<file path="src/rtl/riscv_ctrl_pkg.sv">
// Shared types and constants for the multicycle instruction controller.
package riscv_ctrl_pkg;

    typedef enum logic [2:0] {
        ST_IDLE,
        ST_DECODE,
        ST_EXEC,
        ST_WB,
        ST_TRAP
    } state_t;

    localparam logic [6:0] OPC_RTYPE  = 7'b0110011;
    localparam logic [6:0] OPC_IALU   = 7'b0010011;

    localparam logic [6:0] F7_BASE    = 7'b0000000;
    localparam logic [6:0] F7_ALT     = 7'b0100000;

    localparam int unsigned ALU_CTRL_W = 4;

endpackage

</file>
<file path="src/rtl/ctrl_decode.sv">
// Combinational decode of latched instruction fields into legality and ALU controls.
module ctrl_decode
    import riscv_ctrl_pkg::*;
(
    input  logic [6:0]            opcode,
    input  logic [2:0]            funct3,
    input  logic [6:0]            funct7,
    output logic                  legal,
    output logic                  alu_src_imm,
    output logic [ALU_CTRL_W-1:0] alu_ctrl
);

    always_comb begin
        legal       = 1'b0;
        alu_src_imm = 1'b0;
        alu_ctrl    = {1'b0, funct3};
        case (opcode)
            OPC_RTYPE: begin
                alu_ctrl[3] = funct7[5];
                legal = (funct7 == F7_BASE) ||
                        ((funct7 == F7_ALT) && ((funct3 == 3'b000) || (funct3 == 3'b101)));
            end
            OPC_IALU: begin
                alu_src_imm = 1'b1;
                // funct7 is immediate data except for the shift-immediate encodings
                alu_ctrl[3] = (funct3 == 3'b101) && funct7[5];
                case (funct3)
                    3'b001:  legal = (funct7 == F7_BASE);
                    3'b101:  legal = (funct7 == F7_BASE) || (funct7 == F7_ALT);
                    default: legal = 1'b1;
                endcase
            end
            default: ;
        endcase
    end

endmodule

</file>
<file path="src/rtl/multicycle_ctrl.sv">
// Multicycle IDLE/DECODE/EXEC/WB/TRAP controller for ALU-type instructions.
// Optional macro RETIRE_CNT_EN adds a 32-bit retired-instruction counter output.
module multicycle_ctrl
    import riscv_ctrl_pkg::*;
#(
    parameter int unsigned EXEC_CYCLES = 1
) (
    input  logic                  clk,
    input  logic                  rst_n,
    input  logic                  instr_valid,
    output logic                  instr_ready,
    input  logic [6:0]            opcode,
    input  logic [2:0]            funct3,
    input  logic [6:0]            funct7,
    input  logic [4:0]            rd,
    output logic                  reg_wr,
    output logic                  alu_src_imm,
    output logic [ALU_CTRL_W-1:0] alu_ctrl,
    output logic [4:0]            wr_addr,
    output logic                  retire,
    output logic                  illegal
`ifdef RETIRE_CNT_EN
    ,
    output logic [31:0]           retire_cnt
`endif
);

    state_t                state_q, state_d;
    logic [3:0]            cnt_q;
    logic [6:0]            opcode_q;
    logic [2:0]            funct3_q;
    logic [6:0]            funct7_q;
    logic [4:0]            rd_q;
    logic                  live_q;
    logic                  accept;
    logic                  dec_legal;
    logic                  dec_imm;
    logic [ALU_CTRL_W-1:0] dec_ctrl;

    ctrl_decode u_decode (
        .opcode      (opcode_q),
        .funct3      (funct3_q),
        .funct7      (funct7_q),
        .legal       (dec_legal),
        .alu_src_imm (dec_imm),
        .alu_ctrl    (dec_ctrl)
    );

    assign accept = instr_valid && instr_ready;

    always_ff @(posedge clk or negedge rst_n) begin
        if (!rst_n) state_q <= ST_IDLE;
        else        state_q <= state_d;
    end

    // Holds instr_ready low for the first cycle after reset release.
    always_ff @(posedge clk or negedge rst_n) begin
        if (!rst_n) live_q <= 1'b0;
        else        live_q <= 1'b1;
    end

    always_ff @(posedge clk or negedge rst_n) begin
        if (!rst_n) begin
            opcode_q <= '0;
            funct3_q <= '0;
            funct7_q <= '0;
            rd_q     <= '0;
        end else if (accept) begin
            opcode_q <= opcode;
            funct3_q <= funct3;
            funct7_q <= funct7;
            rd_q     <= rd;
        end
    end

    // Loaded in DECODE so EXEC sees EXEC_CYCLES-1 .. 0, leaving on zero.
    always_ff @(posedge clk or negedge rst_n) begin
        if (!rst_n)                                    cnt_q <= '0;
        else if (state_q == ST_DECODE)                 cnt_q <= 4'(EXEC_CYCLES - 1);
        else if ((state_q == ST_EXEC) && (cnt_q != '0)) cnt_q <= cnt_q - 4'd1;
    end

    always_comb begin
        state_d     = state_q;
        instr_ready = 1'b0;
        reg_wr      = 1'b0;
        retire      = 1'b0;
        illegal     = 1'b0;
        alu_src_imm = 1'b0;
        alu_ctrl    = '0;
        wr_addr     = rd_q;
        case (state_q)
            ST_IDLE: begin
                instr_ready = live_q;
                if (instr_valid && live_q) state_d = ST_DECODE;
            end
            ST_DECODE: begin
                alu_src_imm = dec_imm;
                alu_ctrl    = dec_ctrl;
                state_d     = dec_legal ? ST_EXEC : ST_TRAP;
            end
            ST_EXEC: begin
                alu_src_imm = dec_imm;
                alu_ctrl    = dec_ctrl;
                if (cnt_q == '0) state_d = ST_WB;
            end
            ST_WB: begin
                alu_src_imm = dec_imm;
                alu_ctrl    = dec_ctrl;
                reg_wr      = (rd_q != '0);
                retire      = 1'b1;
                state_d     = ST_IDLE;
            end
            ST_TRAP: begin
                illegal = 1'b1;
                state_d = ST_IDLE;
            end
            default: state_d = ST_IDLE;
        endcase
    end

`ifdef RETIRE_CNT_EN
    always_ff @(posedge clk or negedge rst_n) begin
        if (!rst_n)               retire_cnt <= '0;
        else if (state_q == ST_WB) retire_cnt <= retire_cnt + 32'd1;
    end
`endif

endmodule

</file>
<file path="config.mk">
export PLATFORM = sky130hd
export DESIGN_NAME = multicycle_ctrl
export DESIGN_NICKNAME = d
export VERILOG_FILES = /design/src/rtl/riscv_ctrl_pkg.sv /design/src/rtl/ctrl_decode.sv /design/src/rtl/multicycle_ctrl.sv
export SDC_FILE = /design/constraint.sdc
export NUM_CORES = 1
export LEC_CHECK = 0
export CORE_ASPECT_RATIO = 1.25
export CORE_MARGIN = 4
export CORE_UTILIZATION = 37
export DETAILED_ROUTE_END_ITERATION = 7
export SYNTH_ARGS = -nofsm -noshare
export SYNTH_HDL_FRONTEND = slang
export SYNTH_SLANG_ARGS = --single-unit
</file>
<file path="constraint.sdc">
create_clock -name clk -period 3.1 [get_ports clk]
set_input_delay 0.31 -clock clk [delete_from_list [all_inputs] [get_ports clk]]
set_output_delay 0.31 -clock clk [all_outputs]
set_load 0.03 [all_outputs]
</file>
==> results.yml, run 1 <==
status:
  outcome: "finished clean"
detailed_routing:
  antenna_left: 0
  routed_wirelength_um: 2770
  vias: 938
  wl_per_cell_um: 13.7
  route.detailed.drc: 0
  vias_per_cell: 4.64
  firstDrtPassIters: 2
  first_iter_violations: 6
global_routing:
  grt_start_max_net_pins: 31
  antenna_found_initial: 0
  grt_overflow: 0
  grtUsageTotal_pct: 12.6
  grt_pass1_wl_um: 4910
  grt_pass1_vias: 1017
sta:
  hold_slack_ns: 0.419
  finalCriticalPeriod_ns: 2.57
  fmax_ghz: 0.389
  timing.final.crit_share_pct: 82.9
  rsz0062_at_grt: "no"
  hold_viol: 0
  final-setup-viol-count: 0
  finalMaxSlewViolations: 0
  finalClockSkew_ns: 0.00402
  setup_tns_ns: 0
  tightest_slew_ns: 0.724
  slew_headroom_pct: 51.6
synth:
  synthCells: 103
  synth_cell_type_count: 33
  synth_edf_count: 0
  yosys_most_used_dff: "dfrtp_1"
  syn_area_um2: 1450
  ys_ff_latch: 30
  syn-num-nets: 129
  async_reset_ff_share_pct: 100
  ys_seq_area_share_pct: 51.7
  yosys_warnings: 0
  avgSynthCellArea_um2: 14.1
critical_path:
  slowest_stage: "clkdlybuf4s50_1"
  rrSetupSlack_ns: 1.26
  critPathRequiredTime_ns: 2.79
  timing.rr.end: "opcode_q[6]$_DFFE_PN0P_"
  setup.worst_path.class: "reg -> out"
  timing.rr.start: "state_q[2]$_DFFE_PN0P_"
  cp-start-kind: "flip-flop"
  end_kind: "primary output"
  path_cells: "nor4b_1 > and3_1 > nand2_1 > nor3b_1 > clkdlybuf4s50_1"
  max_stage_delay_ns: 0.71
  startpoint: "opcode_q[3]$_DFFE_PN0P_"
  cp_data_arrival_time_ns: 2.26
  crit_fanout: 3
  ff2ff_path_depth: 3
power_and_ir_drop:
  power.density_cell_area_nw_per_um2: 564
  p_leak_uw: 0.000871
  combPwrFrac_pct: 25.1
  p_seq_share_pct: 46.2
  ir_drop_uv: 346
  internal_power_uw: 813
  switching_share_pct: 27.1
  p_sw_uw: 302
  clkPwrFrac_pct: 28.7
floorplanning:
  core_um2: 3780
  io_pins: 39
  die_area_um2: 5000
  rows: 25
  die_y_um: 78.1
  die_w_um: 64.0
  start_util_pct: 38.4
layout:
  drive_gt1_share_pct: 26.4
  area_growth_pct: 36.1
  finalInstanceArea_um2: 1980
  fillers: 338
  fin_nets: 173
  num_antenna_cells: 0
placement:
  finalWeightedCongestion: 0.730
  dp_hpwl_um: 2080
  port_buffers: 38
  place_area_um2: 1890
hold_path:
  hold_class: "in -> async"
clock_tree:
  clockBufferDepth: 2
  worstSkewPairLatency_ns: 0.27
  ctsHoldBuffers: 0
  cts.sinks: 30
  numCtsBuffers: 5
  cts_tree: "done"
  root_buffer: "clkbuf_8"
  clkTransAtPathRegs_ns: 0.06
  ctsResizeCount: 0
  htree_levels: 2
  cts_setup_buffers: 0
job:
  drv_cap: 0
Yosys cell counts, drive strengths merged (3+ instances only):
cell / instances / area share, %
nor3b: 3 / 1.9
nand2: 3 / 0.95
dfrtp: 30 / 52
xnor2: 3 / 1.8
nor2: 8 / 2.1
and2: 4 / 1.7
a21oi: 3 / 1.8
mux2: 23 / 23
through the flow:
stage	worst slack (ns)	util, %	power [uW]	instances
6_report	0.532	52.2	1120	202
3_5_place_dp	0.804	49.8	804	194
4_1_cts	0.489	52.2	1130	202
2_1_floorplan	1.16	-	695	103
3_3_place_gp	0.883	49.8	798	194
5_1_grt	0.397	52.2	1180	202
kinds of logic (layout without fill, tap and decap cells):
family,Yosys count,in the layout,share of synthesized area (%)
and+or+nand+nor,31,31,14.3
DFF,30,30,51.7
buffers and inverters,4,49,2.07
adders and majority gates,1,1,0.861
AOI/OAI and AO/OA,10,10,6.03
xor gates and xnor gates,3,3,1.81
muxes,23,23,23.0
other,1,1,0.258
cell usage in the layout, fill, tap and decap left out, types with 3 or more instances in the layout:
cell and n:
and2_1 4, clkbuf_8 6, clkdlybuf4s50_1 38, dfrtp_1 30
mux2_2 3, mux2_4 20, nor2_1 8, xnor2_1 3
how the worst max path moves through the flow:
stage | to | cells past startpoint | slack (ns)
finish | alu_ctrl[3] | 5 | 0.53
global route | alu_ctrl[3] | 5 | 0.40
CTS | alu_ctrl[3] | 5 | 0.49
detailed placement | alu_ctrl[3] | 5 | 0.80
global placement | alu_ctrl[3] | 5 | 0.88
floorplan | alu_ctrl[3] | 4 | 1.16
sequential cells by signal, summed over array words and instances (netlist names):
name	count
funct7_q	7
cnt_q	4
wr_addr	5
funct3_q	3
live_q	1
state_q	3
opcode_q	7
routing by layer:
layer | up-vias | global-route usage, % | routed length [um]
met5 | - | 0 | 0
met4 | 0 | 5.18 | 40
met3 | 4 | 4.72 | 150
met2 | 23 | 20.3 | 1440
met1 | 463 | 14.9 | 1140
li1 | 448 | - | -
cell type report:
cell class,count,area (um2),share of cell area [%]
Clock inverter,1,5.00,0.253
Inverter,2,7.51,0.380
Sequential cell,30,751,38.0
Multi-Input combinational cell,69,672,34.0
Timing Repair Buffer,39,388,19.6
Tap cell,54,67.6,3.42
Clock buffer,7,86.3,4.37
power by group through the flow:
stage | Clock [uW] | Sequential (uW) | Combinational, uW
2_1_floorplan | 0 | 537 | 159
3_3_place_gp | 0 | 518 | 281
3_5_place_dp | 0 | 521 | 283
4_1_cts | 331 | 516 | 285
5_1_grt | 355 | 525 | 300
6_report | 320 | 516 | 280
critical path, delay by kind of cell (launching register included):
family,cells,cell delay [ns]
DFF,1,0.39
buffers and inverters,1,0.71
and+or+nand+nor,4,0.88
(Power assumes the default switching activity.)
==> run 2, diff against run 1 <==
- clock period: 3.1 -> 2.4 ns (I/O delays scaled with it)
==> run 2 against run 1 <==
Critical endpoint is now reg_wr. Power rose by 29%. Sequential share of layout area about the same. Clock power increased by 29%. Final cell count unchanged. Core utilization about the same. Clock-buffer cell count unchanged. Largest cell class unchanged. Die area unchanged. Critical path type unchanged.
==> results.yml, run 2 (synthesis gave the netlist of run 1 again) <==
status:
  outcome: "finished clean"
sta:
  tightest_slew_ns: 0.724
  finalMaxSlewViolations: 0
  hold_viol: 0
  timing.final.crit_share_pct: 92.4
  hold_slack_ns: 0.349
  setup_tns_ns: 0
  slew_headroom_pct: 51.6
  final-setup-viol-count: 0
  fmax_ghz: 0.451
  rsz0062_at_grt: "no"
  finalClockSkew_ns: 0.00402
  finalCriticalPeriod_ns: 2.22
job:
  drv_cap: 0
detailed_routing:
  first_iter_violations: 8
  route.detailed.drc: 0
  antenna_left: 0
  wl_per_cell_um: 13.7
  routed_wirelength_um: 2780
  vias_per_cell: 4.64
  vias: 938
  firstDrtPassIters: 2
floorplanning:
  start_util_pct: 38.4
  die_area_um2: 5000
  die_y_um: 78.1
  core_um2: 3780
  rows: 25
  die_w_um: 64.0
  io_pins: 39
power_and_ir_drop:
  power.density_cell_area_nw_per_um2: 728
  p_leak_uw: 0.000894
  ir_drop_uv: 447
placement:
  port_buffers: 38
  dp_hpwl_um: 2080
  finalWeightedCongestion: 0.731
clock_tree:
  cts_tree: "done"
  worstSkewPairLatency_ns: 0.27
  clockBufferDepth: 2
  htree_levels: 2
  ctsHoldBuffers: 0
  cts.sinks: 30
  cts_setup_buffers: 0
  root_buffer: "clkbuf_8"
  numCtsBuffers: 5
  clkTransAtPathRegs_ns: 0.06
  ctsResizeCount: 1
layout:
  multi_input_comb_area_um2: 672
  area_growth_pct: 36.2
  num_antenna_cells: 0
  mostFrequentLayoutCell: "clkdlybuf4s50_1"
  drive_gt1_share_pct: 26.4
  fillers: 337
  fin_nets: 173
  seqCellArea_um2: 751
  final_cell_mix: "36 x clkdlybuf4s50_1, 30 x dfrtp_1, 20 x mux2_4, 8 x nor2_1, 6 x clkbuf_8"
global_routing:
  grtUsageTotal_pct: 12.6
  grt_pass1_vias: 1017
  grt_start_max_net_pins: 31
  antenna_found_initial: 0
  grt_overflow: 0
  grt_pass1_wl_um: 4910
critical_path:
  setup.worst_path.class: "reg -> out"
  cp-start-kind: "flip-flop"
  ff2ff_path_depth: 3
  crit_fanout: 3
  max_stage_delay_ns: 0.59
  path_cells: "or4_1 > o21a_1 > clkdlybuf4s50_1"
  slowest_stage: "clkdlybuf4s50_1"
  end_kind: "primary output"
  cp_data_arrival_time_ns: 1.98
  critPathRequiredTime_ns: 2.16
hold_path:
  hold_class: "in -> async"
[run 2: cell count changes in the layout (fill, tap and decap cells not counted), sizes merged]
cell           change
clkdlybuf4s50      -2
dlygate4sd2        +1
dlymetal6s2s       +1
[run 2: through the flow]
stage	instance area [um2]	power, uW	worst slack, ns	cells	util, %
finish	1980	1440	0.183	202	52.3
global placement	1890	1030	0.253	194	49.8
floorplan	1450	898	0.534	103	-
detailed placement	1890	1040	0.174	194	49.8
CTS	1980	1460	0.0358	202	52.2
global route	1980	1520	0.0616	202	52.3
[run 2: area by class of cell]
type / instances / area share (%)
inverter: 2 / 0.380
clock inverter: 1 / 0.253
multi-input combinational: 69 / 34.0
sequential: 30 / 38.0
tap: 54 / 3.42
clock buffer: 7 / 4.36
timing repair buffer: 39 / 19.7
[run 2: path summary, 6_finish.rpt]
check / to / from / slack (ns)
min in group clk: funct7_q[1]$_DFFE_PN0P_ / funct7_q[1]$_DFFE_PN0P_ / 0.50
min reg2reg: funct7_q[1]$_DFFE_PN0P_ / funct7_q[1]$_DFFE_PN0P_ / 0.50
min: cnt_q[3]$_DFFE_PN0P_ / rst_n / 0.35
max in group asynchronous: funct7_q[1]$_DFFE_PN0P_ / rst_n / 1.78
max reg2reg: opcode_q[6]$_DFFE_PN0P_ / state_q[2]$_DFFE_PN0P_ / 0.56
max: reg_wr / wr_addr[0]$_DFFE_PN0P_ / 0.18
[run 2: per-layer routing]
| layer | vias up | part of all wire, % | track usage (%) |
|---|---|---|---|
| li1 | 448 | - | - |
| met1 | 463 | 41 | 14.9 |
| met2 | 23 | 52 | 20.3 |
| met3 | 4 | 5.4 | 4.72 |
| met4 | 0 | 1.4 | 5.18 |
| met5 | - | 0 | 0 |
[run 2: power breakdown]
group | switching (uW) | total (uW) | internal, uW
clock | 182 | 413 | 231
combinational | 138 | 361 | 224
sequential | 69.8 | 666 | 596
total | 390 | 1440 | 1050
[run 2: worst max-delay path: cells and delay by family, from the launching register on]
kind | cells | cell delay, ns
DFF | 1 | 0.39
and+or+nand+nor | 1 | 0.54
AOI/OAI and AO/OA | 1 | 0.18
buffers and inverters | 1 | 0.59
